<file path="config.mk">
export PLATFORM = sky130hd
export DESIGN_NAME = prog_modn_counter
export DESIGN_NICKNAME = d
export VERILOG_FILES = /design/src/rtl/prog_modn_counter.sv
export SDC_FILE = /design/constraint.sdc
export NUM_CORES = 1
export LEC_CHECK = 0
export CAP_MARGIN = 0
export CORE_ASPECT_RATIO = 0.9
export CORE_MARGIN = 2
export CORE_UTILIZATION = 40
export CTS_BUF_LIST = sky130_fd_sc_hd__clkbuf_16
export CTS_CLUSTER_DIAMETER = 30
export DETAILED_ROUTE_END_ITERATION = 6
export PLACE_DENSITY = 0.65
export SETUP_SLACK_MARGIN = 0.5
export SLEW_MARGIN = 20
export SYNTH_ARGS = -nofsm -noshare
export SYNTH_HDL_FRONTEND = slang
export SYNTH_SLANG_ARGS = --single-unit
</file>
<file path="constraint.sdc">
create_clock -name clock -period 6.27 [get_ports clock]
set_input_delay 1.254 -clock clock [delete_from_list [all_inputs] [get_ports clock]]
set_output_delay 1.254 -clock clock [all_outputs]
set_load 0.1 [all_outputs]
</file>
<file path="src/rtl/prog_modn_counter.sv">
// Runtime-programmable modulo-N counter with prescaler,
// up/down counting and wrap / one-shot / ping-pong modes.
module prog_modn_counter #(
  parameter int unsigned WIDTH       = 8,
  parameter int unsigned RESET_VALUE = 0,
  parameter int unsigned PRESCALE    = 1
) (
  input  logic             clock,
  input  logic             reset,
  input  logic             i_enable,
  input  logic             i_clear,
  input  logic             i_load,
  input  logic [WIDTH-1:0] i_load_value,
  input  logic [WIDTH-1:0] i_limit,
  input  logic [1:0]       i_mode,
  input  logic             i_dir,
  output logic [WIDTH-1:0] o_count,
  output logic             o_tc,
  output logic             o_done,
  output logic             o_phase_down
);

  localparam int unsigned PW =
    (PRESCALE > 1) ? $clog2(PRESCALE) : 1;
  localparam logic [PW-1:0] P_LAST = PW'(PRESCALE - 1);
  localparam logic [WIDTH-1:0] ONE = WIDTH'(1);

  logic [WIDTH-1:0] count_q, count_d;
  logic             tc_q, tc_d;
  logic             done_q, done_d;
  logic             phase_q, phase_d;
  logic [PW-1:0]    p_q, p_d;

  logic             is_pp, is_os, step, lim_z;
  logic [WIDTH-1:0] inc, dec, lim_m1, ld_val;

  assign is_pp  = (i_mode == 2'b10);
  assign is_os  = (i_mode == 2'b01);
  assign lim_z  = (i_limit == '0);
  assign inc    = count_q + ONE;
  assign dec    = count_q - ONE;
  assign lim_m1 = lim_z ? '0 : (i_limit - ONE);
  assign ld_val = (i_load_value > i_limit)
                ? i_limit : i_load_value;
  assign step   = i_enable && !i_clear && !i_load
                && (p_q == P_LAST);

  // Next state: clear > load > prescaler/step.
  always_comb begin
    count_d = count_q;
    tc_d    = 1'b0;
    done_d  = done_q;
    phase_d = phase_q;
    p_d     = p_q;
    if (!is_pp) phase_d = 1'b0;
    if (!is_os) done_d  = 1'b0;
    if (i_clear) begin
      count_d = '0;
      done_d  = 1'b0;
      phase_d = 1'b0;
      p_d     = '0;
    end else if (i_load) begin
      count_d = ld_val;
      done_d  = 1'b0;
      phase_d = 1'b0;
      p_d     = '0;
    end else if (i_enable) begin
      p_d = step ? '0 : p_q + 1'b1;
    end
    if (step) begin
      unique case (1'b1)
        is_pp: begin
          if (!phase_q) begin
            if (count_q < i_limit) begin
              count_d = inc;
            end else begin
              count_d = lim_m1;
              phase_d = 1'b1;
              tc_d    = 1'b1;
            end
          end else begin
            if (count_q != '0) begin
              count_d = dec;
            end else begin
              count_d = lim_z ? '0 : ONE;
              phase_d = 1'b0;
              tc_d    = 1'b1;
            end
          end
        end
        is_os: begin
          if (!done_q) begin
            if (!i_dir) begin
              if (count_q >= i_limit) begin
                count_d = i_limit;
                done_d  = 1'b1;
                tc_d    = 1'b1;
              end else begin
                count_d = inc;
                if (inc == i_limit) begin
                  done_d = 1'b1;
                  tc_d   = 1'b1;
                end
              end
            end else begin
              if (count_q == '0) begin
                done_d = 1'b1;
                tc_d   = 1'b1;
              end else begin
                count_d = dec;
                if (dec == '0) begin
                  done_d = 1'b1;
                  tc_d   = 1'b1;
                end
              end
            end
          end
        end
        default: begin
          if (!i_dir) begin
            if (count_q < i_limit) begin
              count_d = inc;
            end else begin
              count_d = '0;
              tc_d    = 1'b1;
            end
          end else begin
            if (count_q == '0 || count_q > i_limit) begin
              count_d = i_limit;
              tc_d    = 1'b1;
            end else begin
              count_d = dec;
            end
          end
        end
      endcase
    end
  end

  // State registers with asynchronous reset.
  always_ff @(posedge clock or posedge reset) begin
    if (reset) begin
      count_q <= WIDTH'(RESET_VALUE);
      tc_q    <= 1'b0;
      done_q  <= 1'b0;
      phase_q <= 1'b0;
      p_q     <= '0;
    end else begin
      count_q <= count_d;
      tc_q    <= tc_d;
      done_q  <= done_d;
      phase_q <= phase_d;
      p_q     <= p_d;
    end
  end

  assign o_count      = count_q;
  assign o_tc         = tc_q;
  assign o_done       = done_q;
  assign o_phase_down = phase_q;

endmodule

</file>
======== Word-level counts from Yosys, hierarchy flattened ========
Index checks and enable logic that the tools add are counted.
word-level totals
  flip-flop bits (word level) ............. 12
  input bits .............................. 24
  output and inout port bits .............. 11
cells by class
  eq/ne operators ......................... 3
  bitwise gates (word level) .............. 1
  $lt $le $gt $ge ......................... 4
  multiplexer cells ....................... 53
  reductions and logical operators ........ 11
  $add $sub $neg .......................... 4
operators by type and width
  kind                                                  number
  two-way mux 8 bit                                     15
  two-way mux 1 bit                                     36
  zero test 8 bit                                       3
  > comparator 8 bit                                    2
  one-hot mux 8 bit (2 select lines)                    1
  subtractor 8 x 1 -> 8 bit (second input constant)     2
  adder 8 x 1 -> 8 bit (second input constant)          1
  equality test 8 bit                                   1
  greater-or-equal comparator 8 bit                     1
  less-than comparator 8 bit                            1
  nonzero test 8 bit                                    1
  logical AND 1 bit                                     3
  nonzero test 3 bit                                    1
  equality test 2 x 1 -> 1 bit (second input constant)  1
  equality test 2 bit (second input constant)           1
  zero test 1 bit                                       2
  one-hot mux 1 bit (2 select lines)                    1
  adder 1 bit (second input constant)                   1
  logical OR 1 bit                                      1
  NOT 1 bit                                             1

======== Logic depth before layout (Yosys ltp) ========
  depth in word-level cells ............... 10
  mapped depth ............................ 12
  depth with buffers taken out ............ 10

======== Worst setup path after synthesis ========
OpenSTA, ideal clock, no wires.
  path type ............................... input-to-reg
  from .................................... in i_limit[2]
  to ...................................... reg count_q[4] (netlist: o_count[4])
  data arrival time ....................... 3.354 ns
  path buffers ............................ 2
  library setup time ...................... 0.125 ns
  stages on the path ...................... 11
  data required time ...................... 6.145 ns
  slack ................................... 2.790 ns
  cells stage by stage .................... clkbuf_1 -> inv_1 -> ha_1 -> o211ai_1 -> a21o_1 -> buf_2 -> a21oi_1 -> a221o_1 -> a211oi_1 -> o22ai_1 -> a2bb2o_1
on the way
  longest elaborated chain between the ends .. 9
  elaborated cells on any way between the ends .. 22
  classes of those cells .................. add/sub (1); order compare (4); mux (15); reduce/logical (2)
ends and longest elaborated chain
  element                             line  source
  start: declaration                  14    input logic [WIDTH-1:0] i_limit,
  > comparator 8 bit                  43    assign ld_val = (i_load_value > i_limit)
  two-way mux 8 bit                   44    ? i_limit : i_load_value;
  two-way mux 8 bit                   62    end else if (i_load) begin
  two-way mux 8 bit                   57    if (i_clear) begin
  two-way mux 8 bit                   106   if (count_q == '0) begin
  two-way mux 8 bit                   93    if (!i_dir) begin
  two-way mux 8 bit                   92    if (!done_q) begin
  one-hot mux 8 bit (2 select lines)  71    unique case (1'b1)
  two-way mux 8 bit (*)               70    if (step) begin
  net count_d[4]                      28    logic [WIDTH-1:0] count_q, count_d;
  end signal: assignment              143   count_q <= WIDTH'(RESET_VALUE);
  end signal: assignment              149   count_q <= count_d;
  end: declaration                    28
The timed path passes the listed nets; every way through them passes the cells marked *.
A chain may end at the register's enable or synchronous reset.

======== Worst setup path after layout ========
  from .................................... in i_limit[5]
  to ...................................... reg count_q[5] (netlist: o_count[5])
Same word-level chain as after synthesis.

==> reports/summary.md <==
Actual slew at the worst max-slew pin: 1020 ps. The overflow left after global routing is 0. The number of global-route vias before repair is 2707. For the overall die area, the log shows 0.00681 mm². The endpoint identified for the worst register-to-register timing path is o_count[5]. After synthesis, the most frequently instantiated cells are 27 x nand2_1, 26 x a21oi_1, 25 x nor2_1, 24 x ha_1, 17 x inv_1.

The endpoint arrival time on the critical path is 4570 ps. The startpoint identified for the worst register-to-register timing path is o_count[0]. The prevailing post-synth register cell was dfrtp_1. The run gives 2 as the maximum buffer depth of the clock tree. The number of buffers created by CTS came out at 3.

The switching share of total power was 0.505; the post-cts repair resize count was 0. Detailed routing inserted a total of 2878 vias. TritonCTS built the clock tree. The worst hold path begins at p_q. The synthesis-to-finish area growth is 16.2%. Die extent in x: 86.8 µm. The category of the worst setup path launch point is an input pin. The global routing usage on met2 is 0.432, and the period utilization is 0.708.

Clock-pin slew was measured on the worst setup and hold paths at 50 ps. Walking the worst path, the cells encountered are clkdlybuf4s50_1 > inv_1 > ha_1 > a21oi_1 > o21ai_0 > nor2_1 > mux2_2 > o221a_2 > o31ai_1 > a21oi_1. The cell count after synthesis came out at 321.

After routing the design area is 0.00287 mm². The wire length per cell is 23.6 µm, and the fraction of registers with async set or reset after synthesis is 1.00. Setup violations remaining at the end of the flow were counted as 0.

The floorplan has 27 rows. The routing usage on met1 was 0.420; the final RePlAce weighted congestion was 1.04. The number of design rule violations left after detail routing was 0; the initial core utilization was 0.408.

The number of nets in the synthesized netlist is 369. The ratio of routed vias to standard cells is 7.02. The met3 track demand over resource is 0.0589. The register-to-register setup slack was 2750 ps.

The category of the most critical setup path was input pin to flip-flop. The time the worst path needs with I/O delays and setup is 4440 ps. met2 is the most crowded layer. The logs give 0 for the number of max-slew violations in the final report and 1.16 nW for the standby leakage power. Cell internal power was estimated by the tool at 0.281 mW. Input and output buffers added on the ports amount to 34. The tightest min-delay check is of the flip-flop to flip-flop type.

After synthesis the netlist holds a flip-flop and latch count of 12. The ratio of cells with drive above 1 in the final layout works out to 0.0592. The worst hold path cell count is 1, and the number of nets in the finished design is 388. Before antenna repair, the detailed router went through 6 iterations. Most frequently used cell type in the post-synthesis netlist: nand2_1. The netlist uses 62 different library cells. The sequential area share after synthesis is 0.122, and the max-cap violation count is 0.

During I/O placement, the number of pins put on the boundary was 35. The cell depth of the worst flop-to-flop path is 9. The combined global-route utilization of all metal layers was 0.291; the power spent charging and discharging nets was 0.286 mW. The netlist area before placement came out at 0.00247 mm².

The run gives 442 as the number of DRC markers in iteration 0. Final hold violation count: 0. The tools report the number of diodes as 0. The cell repeated most along the worst path was a21oi_1.

The share of the synthesized area in the top cell type came out at 0.122. By area the synthesized netlist is led by dfrtp_1 12%, ha_1 12%, a21oi_1 5.3%. Setup total negative slack on the finished layout was measured at 0 ps.

The clock group share of total power was 0.218. Summed over all instances, the cell type with the most area after synthesis is dfrtp_1. Detailed placement finished with a half-perimeter wire length of 7.36 mm.

Core area: 0.00605 mm². Dividing total power by cell area gives a power density of 198 mW/mm². The headroom to the max-slew limit is 0.318, and the number of flops mapped to enable cells by yosys is 0.

Setup repair after global routing left no endpoint under its margin. The end of the worst hold path is p_q. After clock tree synthesis, the flow added hold-fix buffers numbering 0. Entering global routing, the biggest net connects 16 pins. Yosys printed 0 warnings.

In this run the clock root is driven by a clkbuf_16. The combinational power share was 0.582; the part of the power in registers was 0.201. Required time of the worst setup path: 6400 ps. The total number of clock tree sinks is 12. The count of nets left with antenna violations once routing finished came out at 0. The run finished with clean final reports. Of all nets on the critical path, the largest fanout is 12. The first-pass GRT wire length came out at 15.2 mm.

Post-place instance area: 0.00279 mm². The run gives 0 as the post-CTS repair timing setup buffer count. STA classifies the critical path endpoint as a flip-flop. The worst stage delay on the critical path is 810 ps, and the maximum clock rate is 225 MHz.

The maximum vdd ir drop was 98.8 µV. The initial antenna violation count was 0. Each instance of the synthesized netlist takes up on average 7.68 µm². The clock latency at the later pin of the worst-skew pair was 250 ps; the number of H-tree levels was 1.

The clock arrives with 2.34 ps of skew. The die is 78.5 µm tall. The total chip power is 0.567 mW. Summed over all layers, the routed wires come to 9.66 mm. For this design, the slowest cell found on the critical path is nor2_1.
-- worst max-delay path by stage --
stage | endpoint | start | slack (ps)
detailed placement | o_count[5] | i_limit[1] | 1660
global route | o_count[2] | i_limit[1] | 1630
finish | o_count[5] | i_limit[5] | 1830
CTS | o_count[5] | i_limit[1] | 1900
global placement | o_count[5] | i_limit[1] | 1750
floorplan | o_count[4] | i_limit[2] | 2790
-- worst max-delay path: cells and delay by family --
family	cells	cell delay, ps
muxes	1	430
adders and majority gates	1	350
buffers and inverters	2	800
AOI/OAI and AO/OA	5	920
and+or+nand+nor	1	810
-- layer usage --
layer  vias up  wire (µm)  part of all wire
met1      1355       4050              0.42
met5         -          0                 0
met4         0        255             0.026
met3        29       1190              0.12
li1       1264          -                 -
met2       230       4170              0.43
-- state kept, by name, indices dropped and copies added (netlist names) --
signal / flops
o_count: 8
o_done: 1
o_phase_down: 1
o_tc: 1
p_q: 1
-- metrics by stage --
| stage | util | worst slack, ps | cells | hold WS (ps) |
|---|---|---|---|---|
| finish | 0.474 | 1830 | 410 | 552 |
| CTS | 0.474 | 1900 | 410 | 550 |
| global placement | 0.462 | 1750 | 407 | 533 |
| floorplan | - | 2790 | 321 | 522 |
| detailed placement | 0.462 | 1660 | 407 | 543 |
| global route | 0.474 | 1630 | 410 | 568 |
-- cells by family (layout without fill, tap and decap cells) --
logic type      after synthesis  count (layout)  synth area share
compound gates              108             108             0.321
simple gates                106             106             0.227
fa+ha+maj                    24              24             0.122
buf+inv                      37              54            0.0685
flops                        12              12             0.122
mux                           9               9            0.0370
xor+xnor                     25              25             0.102
-- cell type report --
| type | count | area [µm²] |
|---|---|---|
| tap | 72 | 90.1 |
| multi-input combinational | 272 | 2000 |
| timing repair buffer | 34 | 340 |
| fill | 598 | 3180 |
| sequential | 12 | 300 |
| inverter | 17 | 63.8 |
| clock buffer | 3 | 75.1 |
-- cell usage in the layout, fill, tap and decap left out, types with 4 or more instances in the layout --
master / instances
clkdlybuf4s50_1: 34
nand2_1: 27
a21oi_1: 26
nor2_1: 25
ha_1: 24
inv_1: 17
xnor2_1: 14
nand3_1: 12
dfrtp_1: 12
nand4_1: 9
o21ai_0: 8
xor2_1: 8
mux2i_1: 8
a211oi_1: 7
o22ai_1: 6
a221oi_1: 6
and3_1: 5
nor3_1: 5
nor2b_1: 4
a31oi_1: 4
o221ai_1: 4
o31ai_1: 4
a211o_1: 4
-- power by group through the flow --
stage	Clock (mW)	Combinational, mW	Sequential (mW)
final	0.123	0.330	0.114
after global routing	0.128	0.348	0.115
after CTS	0.124	0.319	0.112
after detailed placement	0	0.317	0.114
after global placement	0	0.320	0.114
after floorplan	0	0.195	0.144
(Power assumes the default switching activity.)
